### config.mk
export PLATFORM = sky130hd
export DESIGN_NAME = fpga_clk_div_seq
export DESIGN_NICKNAME = d
export VERILOG_FILES = /design/src/rtl/fpga_clk_div_seq.sv
export SDC_FILE = /design/constraint.sdc
export NUM_CORES = 1
export LEC_CHECK = 0
export ABC_AREA = 1
export ABC_CLOCK_PERIOD_IN_PS = 9350
export BUFFER_PORTS_ARGS = -buffer_cell sky130_fd_sc_hd__buf_2
export CAP_MARGIN = 25
export CORE_MARGIN = 4
export CORE_UTILIZATION = 50
export DETAILED_ROUTE_END_ITERATION = 6
export PLACE_DENSITY = 0.67
export SLEW_MARGIN = 25
export SYNTH_ARGS = -nofsm -noshare
export SYNTH_HDL_FRONTEND = slang
export SYNTH_SLANG_ARGS = --single-unit
### constraint.sdc
create_clock -name fclk -period 9.35 [get_ports fclk]
set_clock_uncertainty 0.05 [all_clocks]
set_input_delay 0 -clock fclk [delete_from_list [all_inputs] [get_ports fclk]]
set_output_delay 0 -clock fclk [all_outputs]
set_load 0.02 [all_outputs]
### src/rtl/fpga_clk_div_seq.sv
// PLL-lock filter / sequenced reset release plus NUM_CH phase-aligned clock-enable dividers.
// Everything runs on fclk; all outputs come straight from flops.
module fpga_clk_div_seq #(
   parameter int NUM_PLL     = 2,
   parameter int NUM_CH      = 4,
   parameter int DIV_W       = 8,
   parameter int DEFAULT_DIV = 2,
   parameter int LOCK_CYCLES = 16
) (
   input  logic                    fclk,
   input  logic                    reset_n,
   input  logic [NUM_PLL-1:0]      pll_locked,
   input  logic [NUM_CH*DIV_W-1:0] div_ratio,
   input  logic                    cfg_load,
   input  logic [NUM_CH-1:0]       ch_en,
   output logic                    sys_rst_n,
   output logic                    locked_all,
   output logic [7:0]              lock_loss_cnt,
   output logic [NUM_CH-1:0]       clk_en,
   output logic [NUM_CH-1:0]       clk_div
);

   typedef enum logic [1:0] {
      ST_WAIT = 2'd0,
      ST_FILT = 2'd1,
      ST_RUN  = 2'd2
   } state_t;

   localparam logic [15:0]      LOCK_TGT = 16'(LOCK_CYCLES);
   localparam logic [DIV_W-1:0] DIV_ONE  = DIV_W'(1);
   localparam logic [DIV_W-1:0] DIV_RST  = DIV_W'(DEFAULT_DIV);

   state_t                         state_q, state_d;
   logic [NUM_PLL-1:0]             sync1_q, sync1_d;
   logic [NUM_PLL-1:0]             sync2_q, sync2_d;
   logic [15:0]                    filt_cnt_q, filt_cnt_d;
   logic [7:0]                     loss_q, loss_d;
   logic                           run_q, run_d;
   logic [NUM_CH-1:0][DIV_W-1:0]   shadow_q, shadow_d;
   logic [NUM_CH-1:0][DIV_W-1:0]   cnt_q, cnt_d;
   logic [NUM_CH-1:0]              act_q, act_d;
   logic [NUM_CH-1:0]              en_q, en_d;
   logic [NUM_CH-1:0]              div_q, div_d;
   logic                           lk;
   logic                           realign;
   logic [15:0]                    filt_inc;

   assign sync1_d = pll_locked;
   assign sync2_d = sync1_q;
   assign lk      = &sync2_q;

   // Lock FSM: FILT needs LOCK_CYCLES unbroken lk cycles before RUN is entered.
   always_comb begin
      state_d    = state_q;
      filt_cnt_d = filt_cnt_q;
      loss_d     = loss_q;
      filt_inc   = filt_cnt_q + 16'd1;
      case (state_q)
         ST_WAIT: begin
            filt_cnt_d = '0;
            if (lk) state_d = ST_FILT;
         end
         ST_FILT: begin
            if (!lk) begin
               state_d    = ST_WAIT;
               filt_cnt_d = '0;
            end else begin
               filt_cnt_d = filt_inc;
               if (filt_inc == LOCK_TGT) state_d = ST_RUN;
            end
         end
         ST_RUN: begin
            filt_cnt_d = '0;
            if (!lk) begin
               state_d = ST_WAIT;
               if (loss_q != 8'hFF) loss_d = loss_q + 8'd1;
            end
         end
         default: begin
            state_d    = ST_WAIT;
            filt_cnt_d = '0;
         end
      endcase
   end

   assign run_d   = (state_d == ST_RUN);
   assign realign = (state_q == ST_RUN) && cfg_load;

   // Outputs are decoded from the next count and the next shadow so they land registered.
   always_comb begin
      logic [DIV_W-1:0] n_cur, nm1_cur, n_nxt, nm1_nxt, half_nxt;
      n_cur    = '0;
      nm1_cur  = '0;
      n_nxt    = '0;
      nm1_nxt  = '0;
      half_nxt = '0;
      shadow_d = shadow_q;
      cnt_d    = cnt_q;
      act_d    = '0;
      en_d     = '0;
      div_d    = '0;
      for (int i = 0; i < NUM_CH; i++) begin
         if (cfg_load) shadow_d[i] = div_ratio[i*DIV_W +: DIV_W];
         n_cur    = (shadow_q[i] == '0) ? DIV_ONE : shadow_q[i];
         nm1_cur  = n_cur - DIV_ONE;
         n_nxt    = (shadow_d[i] == '0) ? DIV_ONE : shadow_d[i];
         nm1_nxt  = n_nxt - DIV_ONE;
         half_nxt = n_nxt - (n_nxt >> 1);
         act_d[i] = run_d && ch_en[i];
         if (!act_d[i] || !act_q[i] || realign || (cnt_q[i] >= nm1_cur))
            cnt_d[i] = '0;
         else
            cnt_d[i] = cnt_q[i] + DIV_ONE;
         en_d[i]  = act_d[i] && (cnt_d[i] == nm1_nxt);
         div_d[i] = act_d[i] && (cnt_d[i] < half_nxt);
      end
   end

   always_ff @(posedge fclk) begin
      if (!reset_n) begin
         state_q    <= ST_WAIT;
         sync1_q    <= '0;
         sync2_q    <= '0;
         filt_cnt_q <= '0;
         loss_q     <= '0;
         run_q      <= 1'b0;
         cnt_q      <= '0;
         act_q      <= '0;
         en_q       <= '0;
         div_q      <= '0;
         for (int i = 0; i < NUM_CH; i++) shadow_q[i] <= DIV_RST;
      end else begin
         state_q    <= state_d;
         sync1_q    <= sync1_d;
         sync2_q    <= sync2_d;
         filt_cnt_q <= filt_cnt_d;
         loss_q     <= loss_d;
         run_q      <= run_d;
         cnt_q      <= cnt_d;
         act_q      <= act_d;
         en_q       <= en_d;
         div_q      <= div_d;
         shadow_q   <= shadow_d;
      end
   end

   assign sys_rst_n     = run_q;
   assign locked_all    = run_q;
   assign lock_loss_cnt = loss_q;
   assign clk_en        = en_q;
   assign clk_div       = div_q;

endmodule

==> summary.md <==
| Metric | Value |
|---|---|
| Outcome | complete, no violations |
| Crit path DAT | about 4.2 ns |
| H-Tree Depth | 3 |
| Total nets after synthesis | ~1500 |
| Crit path launch type | input port |
| Final wirelength | 20350 microns |
| CTS tree | yes |
| Reg2reg path depth | 17 |
| Final Hold Violating Endpoints | 0 |
| Worst-Skew Late Latency | 0.36 ns |
| LEAKAGE | 5.200 nW |
| Die Ht | 142.6 microns |
| Final min period | between 4 and 5 ns |
| Flop pwr share | around 39% |
| Setup Crit Path Kind | in2reg |
| Sw frac | between 30% and 40% |
| Pwr/cell area | 122.6 nW/um^2 |
| M3 GR Usage | 3.081% |
| Die width | around 140 microns |
| Vias/cell | 4.864 |
| Tcrit/Tclk final | 42.93% |
| CP Cell Sequence | buf_2, inv_2, or2_2, o21ai_0, ha_1, nand2_1, nor2_1, nand3_1, nand2_1, ha_1, nor2_1, nand2_1, nand2_1, a21oi_1, o21ai_0, a21o_1, a21oi_1, xor2_1, ha_1, nand2_1, o211ai_1, a21oi_1 |
| Row count | 48 |
| Ant. Diodes | 0 |
| Routability congestion estimate | 0.8941 |
| Vias in the first global route | between 7000 and 8000 |
| Post-synthesis compound-gate area fraction | 9.267% |
| Synth Area in Adders | 19.94% |
| Worst slew pin tran | ~0.71 ns |
| CP Capture Type | flip-flop |
| F_max | 0.2491 GHz |
| Synth Area in Simple Gates | 28.85% |
| Initial Util | 51.66% |
| R2r endpoint | clk_div[3] |
| Max IR drop VDD | 122.2 uV |
| # port buffers | 58 |
| Syn Area/Cell | 6.797 sq um |
| Relative slew margins | 52.84% |
| Clk pwr share | roughly 33% |
| Final Net Count | around 1600 |
| Psw | 0.4042 mW |
| Initial DRC count | 286 |
| Root Buffer | clkbuf_16 |
| Endpoints failing setup | 0 |
| First-pass GRT wire length | 34580 microns |
| Clock-pin slew on the worst setup and hold paths | 0.07 ns |
| Internal power | 0.8235 mW |
| Top delay family on crit path | simple AND/OR/NAND/NOR gates |
| Max Root-Sink Buffers | 2 |
| Final WS setup | 5.336 ns |
| CP bufs+invs | 2 |
| Reg-to-reg startpoint | shadow_q[27] |
| Synth-to-Final Area Change | 10.50% |
| Ports | 59 |
| DR pass1 iterations | 5 |
| Final instance area | 10010 sq um |
| Hold-critical path depth | 4 |
| Total Die Area | between 20000 and 25000 sq um |
| YS warnings | 0 |
| Global route hottest layer | met2 |
| Post-synthesis mux area share | 0.3314% |
| Unique masters post-synth | 42 |
| Pin count of the biggest net entering global routing | 46 |
| Initial antenna violation count | 0 |
| Gr usage total | 20.71% |
| # resized after CTS | 0 |
| R2R Setup Slk | 5.44 ns |
| CP most frequent cell | nand2_1 |
| CTS Buf Count | 9 |
| Drt wl/cell | approximately 12 microns |
| # hold bufs at CTS | 14 |
| WP data required | 9.55 ns |
| Grt ovf | 0 |
| Hold EP | shadow_q[22] |
| Fin util | 57.08% |
| CP peak stage delay | ~0.54 ns |
| GR Util met1 | a little over a quarter |
| DP Worst Slack | 4.945 ns |
| HPWL Detailed | 16540 microns |
| Seq/Total Area, Yosys | 23.64% |
| Vias | 7929 |
| Antenna viol nets, final | 0 |
| Postcts setup bufs | 0 |
| CP max-delay cell | buf_2 |
| Layout cell share with drive strength beyond 1 | 9.395% |
| Main combinational cell family by area after synthesis | simple AND/OR/NAND/NOR gates |
| Setup TNS | 0 ns |
| Synth Area in XOR/XNOR | between 7 and 8% |
| Mapped Area | 9060 sq um |
| Final hold slack | approximately 0.025 ns |
| Combinational share of power | 28.4% |
| Worst hold path type | in2reg |
| Hold wc startpoint | div_ratio[22] |
| Post-DP Area | 9562 sq um |
| CP max FO | 37 |
| Slew Limit Fails | 0 |
| GRT met2 Usage | 35.95% |
| Max_cap viols | 0 |
| Synth Instances | ~1300 |
| Placeable Area | around 18000 sq um |
| Register bit total from synthesis | 107 |
| # DRC | 0 |
| CTS sink cnt | 107 |
| RSZ-0062 raised after global routing | no |
==> flip-flops by register name, indices dropped and copies added, names as in the netlist <==
| register | count |
|---|---|
| clk_div | 4 |
| lock_loss_cnt | 8 |
| act_q | 4 |
| filt_cnt_q | 16 |
| locked_all | 1 |
| clk_en | 4 |
| shadow_q | 32 |
| sync2_q | 2 |
| cnt_q | 32 |
| sync1_q | 2 |
| state_q | 2 |
==> Yosys cell counts (all sizes together) <==
cell / instances / area (sq um)
o21a: 5 / 37.54
a21boi: 3 / 22.52
ha: 138 / 1727
or2: 28 / 175.2
o21ai: 55 / 275.3
nand4: 11 / 68.82
inv: 223 / 837.1
a2111o: 4 / 45.04
o211ai: 4 / 30.03
nand3: 46 / 250.2
a21oi: 62 / 321.6
a21o: 8 / 60.06
nor2: 175 / 704.4
mux2i: 3 / 30.03
dfxtp: 107 / 2142
o21bai: 2 / 15.01
xnor2: 15 / 131.4
clkinv: 1 / 3.750
a31oi: 4 / 25.02
fa: 4 / 80.08
nand2: 321 / 1230
and3: 1 / 6.260
buf: 4 / 28.78
nor3b: 3 / 22.52
nor4: 2 / 12.51
nor3: 16 / 80.08
nand3b: 8 / 63.81
clkbuf: 13 / 48.80
o31ai: 1 / 7.510
xor2: 66 / 578.1
==> area by class of cell <==
type / instances / area, sq um
Fill cell: 1722 / 7526
Timing Repair Buffer: 73 / 437.9
Multi-Input combinational cell: 985 / 6000
Inverter: 224 / 840.8
Clock inverter: 6 / 70.07
Clock buffer: 10 / 239.0
Tap cell: 225 / 281.5
Sequential cell: 107 / 2142
==> cell families (layout without fill, tap and decap cells) <==
family	after synthesis	in the layout
buffers and inverters	241	313
and+or+nand+nor	611	611
muxes	3	3
xor gates and xnor gates	81	81
AOI/OAI and AO/OA	148	148
adders and majority gates	142	142
DFF	107	107
==> how the worst max path moves through the flow <==
stage	startpoint	end	slack, ns	cells past startpoint
after global placement	cfg_load	clk_div[1]	5.09	22
after global routing	cfg_load	clk_div[0]	4.85	24
after CTS	cfg_load	clk_div[3]	5.33	22
final	cfg_load	clk_div[3]	5.34	22
after detailed placement	cfg_load	clk_div[3]	4.94	22
after floorplan	cfg_load	clk_div[0]	5.88	24
==> worst min-delay path, stage by stage <==
cell     delay [ns]
buf_2          0.07
or2_2          0.09
o21ai_0        0.13
nor2_1         0.11
==> per-layer routing <==
layer  vias to the layer above  wire length [microns]
met1                      3475                   9732
met3                        27                    500
met5                         -                      0
li1                       4315                      -
met4                         0                    407
met2                       112                   9704
==> power groups by stage <==
| stage | clock, mW | combinational (mW) | sequential (mW) |
|---|---|---|---|
| 2_1_floorplan | 0 | 0.269 | 0.482 |
| 3_3_place_gp | 0 | 0.341 | 0.485 |
| 3_5_place_dp | 0 | 0.345 | 0.485 |
| 4_1_cts | 0.416 | 0.352 | 0.475 |
| 5_1_grt | 0.432 | 0.407 | 0.476 |
| 6_report | 0.404 | 0.349 | 0.475 |
==> placed cells by master (no fill, tap or decap), drive strengths merged <==
master	instances
o21bai	2
nor4	2
nand3	46
xor2	66
a31oi	4
dlygate4sd3	14
clkbuf	10
bufinv	1
o211ai	4
and3	1
nand2	321
inv	226
nor3	16
dfxtp	107
nor3b	3
o21ai	55
a21oi	62
buf	59
nand3b	8
a21boi	3
o21a	5
mux2i	3
or2	28
nor2	175
a21o	8
fa	4
o31ai	1
clkinv	3
a2111o	4
xnor2	15
nand4	11
ha	138
==> through the flow <==
stage | std cells | total power [mW]
6_report | 1630 | 1.228
4_1_cts | 1630 | 1.243
3_3_place_gp | 1600 | 0.8259
5_1_grt | 1630 | 1.315
3_5_place_dp | 1600 | 0.8308
2_1_floorplan | 1333 | 0.7510
(Power assumes the default switching activity.)
